===== config.mk =====
export PLATFORM = sky130hd
export DESIGN_NAME = uart_sim_core
export DESIGN_NICKNAME = d
export VERILOG_FILES = /design/src/rtl/uart_sim_pkg.sv /design/src/rtl/uart_sim_fifo.sv /design/src/rtl/uart_sim_core.sv
export SDC_FILE = /design/constraint.sdc
export NUM_CORES = 1
export LEC_CHECK = 0
export CAP_MARGIN = 5
export CORE_MARGIN = 2
export CORE_UTILIZATION = 35
export CTS_CLUSTER_DIAMETER = 100
export DETAILED_ROUTE_END_ITERATION = 10
export GPL_ROUTABILITY_DRIVEN = 0
export PLACE_DENSITY = 0.56
export SLEW_MARGIN = 15
export SYNTH_ARGS = -nofsm -noshare
export SYNTH_HDL_FRONTEND = slang
export SYNTH_HIERARCHICAL = 1
export SYNTH_SLANG_ARGS = --single-unit

===== constraint.sdc =====
create_clock -name clk_i -period 3.9 [get_ports clk_i]
set_input_delay 1.17 -clock clk_i [delete_from_list [all_inputs] [get_ports clk_i]]
set_output_delay 1.17 -clock clk_i [all_outputs]
set_load 0.01 [all_outputs]

===== src/rtl/uart_sim_pkg.sv =====
// Shared types and helpers for the simulation UART endpoint.
// Parity modes, RX/TX state encodings and the parity-bit calculation.
package uart_sim_pkg;

    typedef enum logic [1:0] {
        PARITY_NONE = 2'd0,
        PARITY_EVEN = 2'd1,
        PARITY_ODD  = 2'd2
    } parity_e;

    typedef enum logic [2:0] {
        RX_IDLE,
        RX_START,
        RX_DATA,
        RX_PARITY,
        RX_STOP
    } rx_state_e;

    typedef enum logic [2:0] {
        TX_IDLE,
        TX_START,
        TX_DATA,
        TX_PARITY,
        TX_STOP
    } tx_state_e;

    // Parity bit to transmit (or expect) for a zero-extended data word.
    function automatic logic parity_calc(input logic [7:0] data, input parity_e mode);
        case (mode)
            PARITY_EVEN: return ^data;
            PARITY_ODD:  return ~(^data);
            default:     return 1'b0;
        endcase
    endfunction

endpackage


===== src/rtl/uart_sim_fifo.sv =====
// Synchronous FIFO for the UART RX path; pointers carry an extra MSB so
// full and empty are distinguishable. Head is presented as zero when empty.
module uart_sim_fifo #(
    parameter int DEPTH = 8,
    parameter int WIDTH = 8
) (
    input  logic             clk_i,
    input  logic             rst_i,
    input  logic             push_i,
    input  logic [WIDTH-1:0] push_data_i,
    input  logic             pop_i,
    output logic [WIDTH-1:0] pop_data_o,
    output logic             full_o,
    output logic             empty_o
);

    localparam int AW = $clog2(DEPTH);

    logic [WIDTH-1:0] mem [DEPTH];
    logic [AW:0]      wr_ptr;
    logic [AW:0]      rd_ptr;
    logic             do_push;
    logic             do_pop;

    assign empty_o = (wr_ptr == rd_ptr);
    assign full_o  = (wr_ptr[AW] != rd_ptr[AW]) && (wr_ptr[AW-1:0] == rd_ptr[AW-1:0]);
    assign do_pop  = pop_i && !empty_o;
    // A pop frees the head slot in the same cycle, so a full FIFO still accepts a push.
    assign do_push = push_i && (!full_o || do_pop);

    // NOTE: sequential state uses non-blocking assignments so every flop samples pre-edge values.
    always_ff @(posedge clk_i or posedge rst_i) begin
        if (rst_i) begin
            wr_ptr <= '0;
            rd_ptr <= '0;
        end else begin
            if (do_push) wr_ptr <= wr_ptr + 1'b1;
            if (do_pop)  rd_ptr <= rd_ptr + 1'b1;
        end
    end

    // NOTE: storage is deliberately not reset; validity is tracked by the pointers alone.
    always_ff @(posedge clk_i) begin
        if (do_push) mem[wr_ptr[AW-1:0]] <= push_data_i;
    end

    // NOTE: default assignment first so the combinational head mux cannot infer a latch.
    always_comb begin
        pop_data_o = '0;
        if (!empty_o) pop_data_o = mem[rd_ptr[AW-1:0]];
    end

endmodule


===== src/rtl/uart_sim_core.sv =====
// Full-duplex simulation UART endpoint: TX via valid/ready, RX into a FIFO with sticky errors.
// Define UART_SIM_CONSOLE_EN to echo received bytes to the simulator console.
module uart_sim_core
    import uart_sim_pkg::*;
#(
    parameter int CLKS_PER_BIT  = 16,
    parameter int DATA_BITS     = 8,
    parameter int PARITY_MODE   = 0,
    parameter int STOP_BITS     = 1,
    parameter int RX_FIFO_DEPTH = 8
) (
    input  logic                 clk_i,
    input  logic                 rst_i,
    input  logic                 rx_i,
    output logic                 tx_o,
    input  logic                 rx_en_i,
    input  logic                 tx_valid_i,
    output logic                 tx_ready_o,
    input  logic [DATA_BITS-1:0] tx_data_i,
    output logic                 rx_valid_o,
    input  logic                 rx_ready_i,
    output logic [DATA_BITS-1:0] rx_data_o,
    output logic                 rx_parity_err_o,
    output logic                 rx_frame_err_o,
    output logic                 rx_overflow_o,
    input  logic                 err_clr_i
);

    localparam int                CNT_W      = $clog2(CLKS_PER_BIT);
    localparam logic [CNT_W-1:0] BIT_MAX    = CNT_W'(CLKS_PER_BIT - 1);
    localparam logic [CNT_W-1:0] HALF_BIT   = CNT_W'(CLKS_PER_BIT / 2);
    localparam logic [2:0]        LAST_BIT   = 3'(DATA_BITS - 1);
    localparam logic              LAST_STOP  = 1'(STOP_BITS - 1);
    localparam bit                HAS_PARITY = (PARITY_MODE != 0);
    localparam parity_e           PMODE      = parity_e'(PARITY_MODE);

    // ---------------- RX ----------------
    logic                 rx_sync1, rx_sync2, rx_sync3;
    logic                 rx_line;
    logic                 rx_fall;
    rx_state_e            rx_state;
    logic [CNT_W-1:0]     rx_cnt;
    logic [2:0]           rx_bit_idx;
    logic                 rx_stop_idx;
    logic [DATA_BITS-1:0] rx_shift;
    logic                 rx_push;
    logic                 fifo_full;
    logic                 fifo_empty;
    logic                 fifo_pop;
    logic                 overflow_now;

    assign rx_line      = rx_sync2;
    assign rx_fall      = rx_sync3 && !rx_sync2;
    assign rx_valid_o   = !fifo_empty;
    assign fifo_pop     = rx_valid_o && rx_ready_i;
    assign overflow_now = rx_push && fifo_full && !fifo_pop;

    always_ff @(posedge clk_i or posedge rst_i) begin
        if (rst_i) begin
            rx_sync1        <= 1'b1;
            rx_sync2        <= 1'b1;
            rx_sync3        <= 1'b1;
            rx_state        <= RX_IDLE;
            rx_cnt          <= '0;
            rx_bit_idx      <= '0;
            rx_stop_idx     <= 1'b0;
            rx_shift        <= '0;
            rx_push         <= 1'b0;
            rx_parity_err_o <= 1'b0;
            rx_frame_err_o  <= 1'b0;
            rx_overflow_o   <= 1'b0;
        end else begin
            rx_sync1 <= rx_i;
            rx_sync2 <= rx_sync1;
            rx_sync3 <= rx_sync2;
            rx_push  <= 1'b0;

            // Clear first; any set later in this block overrides it.
            if (err_clr_i) begin
                rx_parity_err_o <= 1'b0;
                rx_frame_err_o  <= 1'b0;
                rx_overflow_o   <= 1'b0;
            end
            if (overflow_now) rx_overflow_o <= 1'b1;

            if (!rx_en_i) begin
                rx_state <= RX_IDLE;
            end else begin
                case (rx_state)
                    RX_IDLE: begin
                        if (rx_fall) begin
                            rx_state <= RX_START;
                            rx_cnt   <= HALF_BIT;
                        end
                    end
                    RX_START: begin
                        if (rx_cnt != '0) begin
                            rx_cnt <= rx_cnt - 1'b1;
                        end else if (!rx_line) begin
                            rx_state   <= RX_DATA;
                            rx_cnt     <= BIT_MAX;
                            rx_bit_idx <= '0;
                        end else begin
                            rx_state <= RX_IDLE;
                        end
                    end
                    RX_DATA: begin
                        if (rx_cnt != '0) begin
                            rx_cnt <= rx_cnt - 1'b1;
                        end else begin
                            rx_shift <= {rx_line, rx_shift[DATA_BITS-1:1]};
                            rx_cnt   <= BIT_MAX;
                            if (rx_bit_idx == LAST_BIT) begin
                                rx_stop_idx <= 1'b0;
                                rx_state    <= HAS_PARITY ? RX_PARITY : RX_STOP;
                            end else begin
                                rx_bit_idx <= rx_bit_idx + 1'b1;
                            end
                        end
                    end
                    RX_PARITY: begin
                        if (rx_cnt != '0) begin
                            rx_cnt <= rx_cnt - 1'b1;
                        end else begin
                            if (rx_line != parity_calc(8'(rx_shift), PMODE)) rx_parity_err_o <= 1'b1;
                            rx_cnt   <= BIT_MAX;
                            rx_state <= RX_STOP;
                        end
                    end
                    RX_STOP: begin
                        if (rx_cnt != '0) begin
                            rx_cnt <= rx_cnt - 1'b1;
                        end else begin
                            if (!rx_line) rx_frame_err_o <= 1'b1;
                            if (rx_stop_idx == LAST_STOP) begin
                                rx_push  <= 1'b1;
                                rx_state <= RX_IDLE;
                            end else begin
                                rx_stop_idx <= 1'b1;
                                rx_cnt      <= BIT_MAX;
                            end
                        end
                    end
                    default: rx_state <= RX_IDLE;
                endcase
            end
        end
    end

    uart_sim_fifo #(
        .DEPTH (RX_FIFO_DEPTH),
        .WIDTH (DATA_BITS)
    ) u_rx_fifo (
        .clk_i       (clk_i),
        .rst_i       (rst_i),
        .push_i      (rx_push),
        .push_data_i (rx_shift),
        .pop_i       (fifo_pop),
        .pop_data_o  (rx_data_o),
        .full_o      (fifo_full),
        .empty_o     (fifo_empty)
    );

    // ---------------- TX ----------------
    tx_state_e            tx_state;
    logic [CNT_W-1:0]     tx_cnt;
    logic [2:0]           tx_bit_idx;
    logic                 tx_stop_idx;
    logic [DATA_BITS-1:0] tx_shift;
    logic                 tx_par;

    always_ff @(posedge clk_i or posedge rst_i) begin
        if (rst_i) begin
            tx_state    <= TX_IDLE;
            tx_cnt      <= '0;
            tx_bit_idx  <= '0;
            tx_stop_idx <= 1'b0;
            tx_shift    <= '0;
            tx_par      <= 1'b0;
            tx_o        <= 1'b1;
            tx_ready_o  <= 1'b1;
        end else begin
            case (tx_state)
                TX_IDLE: begin
                    tx_o <= 1'b1;
                    if (tx_valid_i && tx_ready_o) begin
                        tx_shift   <= tx_data_i;
                        tx_par     <= parity_calc(8'(tx_data_i), PMODE);
                        tx_ready_o <= 1'b0;
                        tx_o       <= 1'b0;
                        tx_cnt     <= BIT_MAX;
                        tx_state   <= TX_START;
                    end
                end
                TX_START: begin
                    if (tx_cnt != '0) begin
                        tx_cnt <= tx_cnt - 1'b1;
                    end else begin
                        tx_o       <= tx_shift[0];
                        tx_shift   <= tx_shift >> 1;
                        tx_bit_idx <= '0;
                        tx_cnt     <= BIT_MAX;
                        tx_state   <= TX_DATA;
                    end
                end
                TX_DATA: begin
                    if (tx_cnt != '0) begin
                        tx_cnt <= tx_cnt - 1'b1;
                    end else begin
                        tx_cnt <= BIT_MAX;
                        if (tx_bit_idx == LAST_BIT) begin
                            tx_stop_idx <= 1'b0;
                            tx_o        <= HAS_PARITY ? tx_par : 1'b1;
                            tx_state    <= HAS_PARITY ? TX_PARITY : TX_STOP;
                        end else begin
                            tx_o       <= tx_shift[0];
                            tx_shift   <= tx_shift >> 1;
                            tx_bit_idx <= tx_bit_idx + 1'b1;
                        end
                    end
                end
                TX_PARITY: begin
                    if (tx_cnt != '0) begin
                        tx_cnt <= tx_cnt - 1'b1;
                    end else begin
                        tx_o     <= 1'b1;
                        tx_cnt   <= BIT_MAX;
                        tx_state <= TX_STOP;
                    end
                end
                TX_STOP: begin
                    if (tx_cnt != '0) begin
                        tx_cnt <= tx_cnt - 1'b1;
                    end else if (tx_stop_idx == LAST_STOP) begin
                        tx_ready_o <= 1'b1;
                        tx_state   <= TX_IDLE;
                    end else begin
                        tx_stop_idx <= 1'b1;
                        tx_cnt      <= BIT_MAX;
                    end
                end
                default: tx_state <= TX_IDLE;
            endcase
        end
    end

`ifdef UART_SIM_CONSOLE_EN
    logic line_start;
    logic perr_q, ferr_q, ovf_q;

    always_ff @(posedge clk_i or posedge rst_i) begin
        if (rst_i) begin
            line_start <= 1'b1;
            perr_q     <= 1'b0;
            ferr_q     <= 1'b0;
            ovf_q      <= 1'b0;
        end else begin
            perr_q <= rx_parity_err_o;
            ferr_q <= rx_frame_err_o;
            ovf_q  <= rx_overflow_o;
            if (rx_push) begin
                if (line_start) $write("[UART]: ");
                $write("%c", rx_shift);
                line_start <= (8'(rx_shift) == 8'h0A);
            end
            if (rx_parity_err_o && !perr_q) $display("[UART]: parity error");
            if (rx_frame_err_o && !ferr_q)  $display("[UART]: frame error");
            if (rx_overflow_o && !ovf_q)    $display("[UART]: rx overflow");
        end
    end
`else
    // Console echo disabled; datapath is unchanged.
`endif

endmodule

==> results_dict.tcl <==
set metrics [dict create \
    cts-root-buf "clkbuf_16" \
    ys.warnings.count 6 \
    p_leak_nw 2.41 \
    start_util 0.358 \
    tns_ps 0 \
    hpwlAfterDp_um 6380 \
    mostFrequentLayoutCell "edfxtp_1" \
    grt_pass1_wl_um 16300 \
    tightest_slew_ps 944 \
    syn_inst 382 \
    wire_per_inst_um 15.6 \
    setup_viol_count_final 0 \
    required_ps 2730 \
    die_y_um 128 \
    seqPwrFrac 0.380 \
    ir_drop_mv 0.323 \
    cts_buffer_depth 2 \
    cts.sinks 117 \
    drive_above_1_share 0.247 \
    overflow 0 \
    io_pins 29 \
    most-common-layout-cells "edfxtp_1 (64), dfrtp_1 (48), nor2_1 (35)" \
    ys_seq_elements 117 \
    crit_slowest_cell "mux4_2" \
    syn_area_sq_um 5420 \
    multiInputGateArea_sq_um 1990 \
    numPortBuffers 28 \
    crit_arrival_ps 2400 \
    path_max_fanout 20 \
    ys_types 61 \
    skew_ps 6.71 \
    synth_flop_cell "edfxtp_1" \
    timing.final.max_slew_violations 0 \
    drc 0 \
    ant_nets 0 \
    post_cts_buffers 0 \
    fp.dieW_um 128 \
    pwr_density_cell_nw_per_um2 564 \
    cp_num_buf_inv 2 \
    relSlewSlack 0.370 \
    diodes 0 \
    grtUsageTotal 0.129 \
    seq_area_frac_synth 0.600 \
    rsz0062_at_grt "no" \
    core_area_sq_um 15100 \
    vias_per_cell 5.08 \
    tritoncts "yes" \
    grt_start_max_net_pins 44 \
    critPathKind "reg -> out" \
    fin_crit_sh 0.915 \
    fin_crit_ps 3570 \
    p_clk_frac 0.389 \
    p_int_mw 2.66 \
    timing.final.hold_violations 0 \
    end_kind "output port" \
    cpPeakStageDelay_ps 580 \
    path_delay_family "buffers and inverters" \
    fillers 1383 \
    power_switching_mw 0.976 \
    syn_area_per_cell_sq_um 14.2 \
    routed_wl_um 9730 \
    synthArstFlopShare 0.453 \
    cts_max_level 4 \
    grt_pass1_vias 3197 \
    drtIter0Drc 174 \
    clock_latency_ps 410 \
    clkSlewWorstSetupHoldPaths_ps 50 \
    min_path_type "reg -> reg" \
    syn_to_final_growth_pct 18.8 \
    seqCellArea_sq_um 3250 \
    numCtsBuffers 17 \
    cp_cell_sequence "buf_4, mux4_2, mux2i_1, nor2_1, clkdlybuf4s50_1" \
    fmax_mhz 280 \
    status "finished, final reports clean" \
    rrSetupSlack_ps 1130 \
    final_core_util 0.425 \
    hold_buffers 0 \
    start_kind "register" \
    synth_edf_count 64 \
    syn_nets 405 \
    cap_violations 0 \
    fp-row-count 45 \
    comb_power_share 0.232 \
    antenna_found_initial 0 \
    cts.repair.resized 0 \
    die-area_sq_um 16500 \
    p_sw_frac 0.269 \
    via_count 3161 \
    fin_nets 444 \
    firstDrtPassIters 4 \
]
synth_stat cells, types with 5 or more instances:
cell type / number / area, sq um
edfxtp_1: 64 / 1920
dfrtp_1: 48 / 1200
nor2_1: 35 / 131
mux2_2: 25 / 282
nand2_1: 25 / 93.8
inv_1: 17 / 63.8
mux4_2: 16 / 360
o21ai_0: 14 / 70.1
mux2i_1: 11 / 110
buf_2: 9 / 45.0
a21oi_1: 8 / 40.0
ha_1: 8 / 100
nor3_1: 8 / 40.0
buf_6: 6 / 67.6
a22oi_1: 5 / 37.5
dfstp_2: 5 / 131
worst paths after layout:
| path | start | endpoint | cells past startpoint |
|---|---|---|---|
| worst max-delay path | u_rx_fifo/rd_ptr[0] | rx_data_o[5] | 5 |
| worst min-delay path | rx_sync1 | rx_line | 0 |
| worst max register to register | u_rx_fifo/rd_ptr[0] | u_rx_fifo/mem[7][7] | 7 |
| worst min register to register | rx_sync1 | rx_line | 0 |
| max in group asynchronous | rst_i | rx_line | 3 |
| min in group asynchronous | rst_i | u_rx_fifo/wr_ptr[3] | 2 |
flip-flops by register name (all words and copies together) (netlist names), 4 cells and up:
signal,flops
tx_cnt,4
u_rx_fifo/wr_ptr,4
rx_shift,8
rx_cnt,4
u_rx_fifo/mem,64
u_rx_fifo/rd_ptr,4
tx_shift,8
layout make-up:
type,count,share of cell area
tap,188,0.0365
clock inverter,13,0.0171
inverter,17,0.00990
sequential,117,0.505
multi-input combinational,230,0.309
timing repair buffer,38,0.0552
clock buffer,19,0.0672
power by group through the flow:
stage	combinational, mW	sequential [mW]	clock (mW)
floorplan	0.620	1.40	0
global placement	0.843	1.40	0
detailed placement	0.857	1.40	0
CTS	0.859	1.38	1.45
global route	0.919	1.39	1.50
finish	0.842	1.38	1.41
per-stage QoR:
stage | hold WS, ps | worst slack [ps] | cell area [sq um] | power, mW | std cells
after floorplan | 345 | 846 | 5420 | 2.02 | 382
after global placement | 346 | 581 | 5890 | 2.24 | 590
after detailed placement | 350 | 580 | 5890 | 2.26 | 590
after CTS | 358 | 259 | 6430 | 3.69 | 622
after global routing | 365 | 130 | 6440 | 3.81 | 622
final | 357 | 333 | 6440 | 3.63 | 622
routing by layer:
metal | GRT usage | vias to the layer above | share of wire
li1 | - | 1513 | -
met1 | 0.167 | 1584 | 0.47
met2 | 0.201 | 52 | 0.48
met3 | 0.0391 | 12 | 0.034
met4 | 0.0562 | 0 | 0.013
met5 | 0 | - | 0
cell families after synthesis:
family | Yosys count | share of synthesized area
AO/OA/AOI/OAI | 52 | 0.0695
XOR/XNOR | 9 | 0.0242
adder cells (fa/ha/maj) | 8 | 0.0185
buffers and inverters | 35 | 0.0346
flip-flops | 117 | 0.600
multiplexers | 55 | 0.148
AND/OR/NAND/NOR | 106 | 0.105
Power figures use the tool's default switching activity.
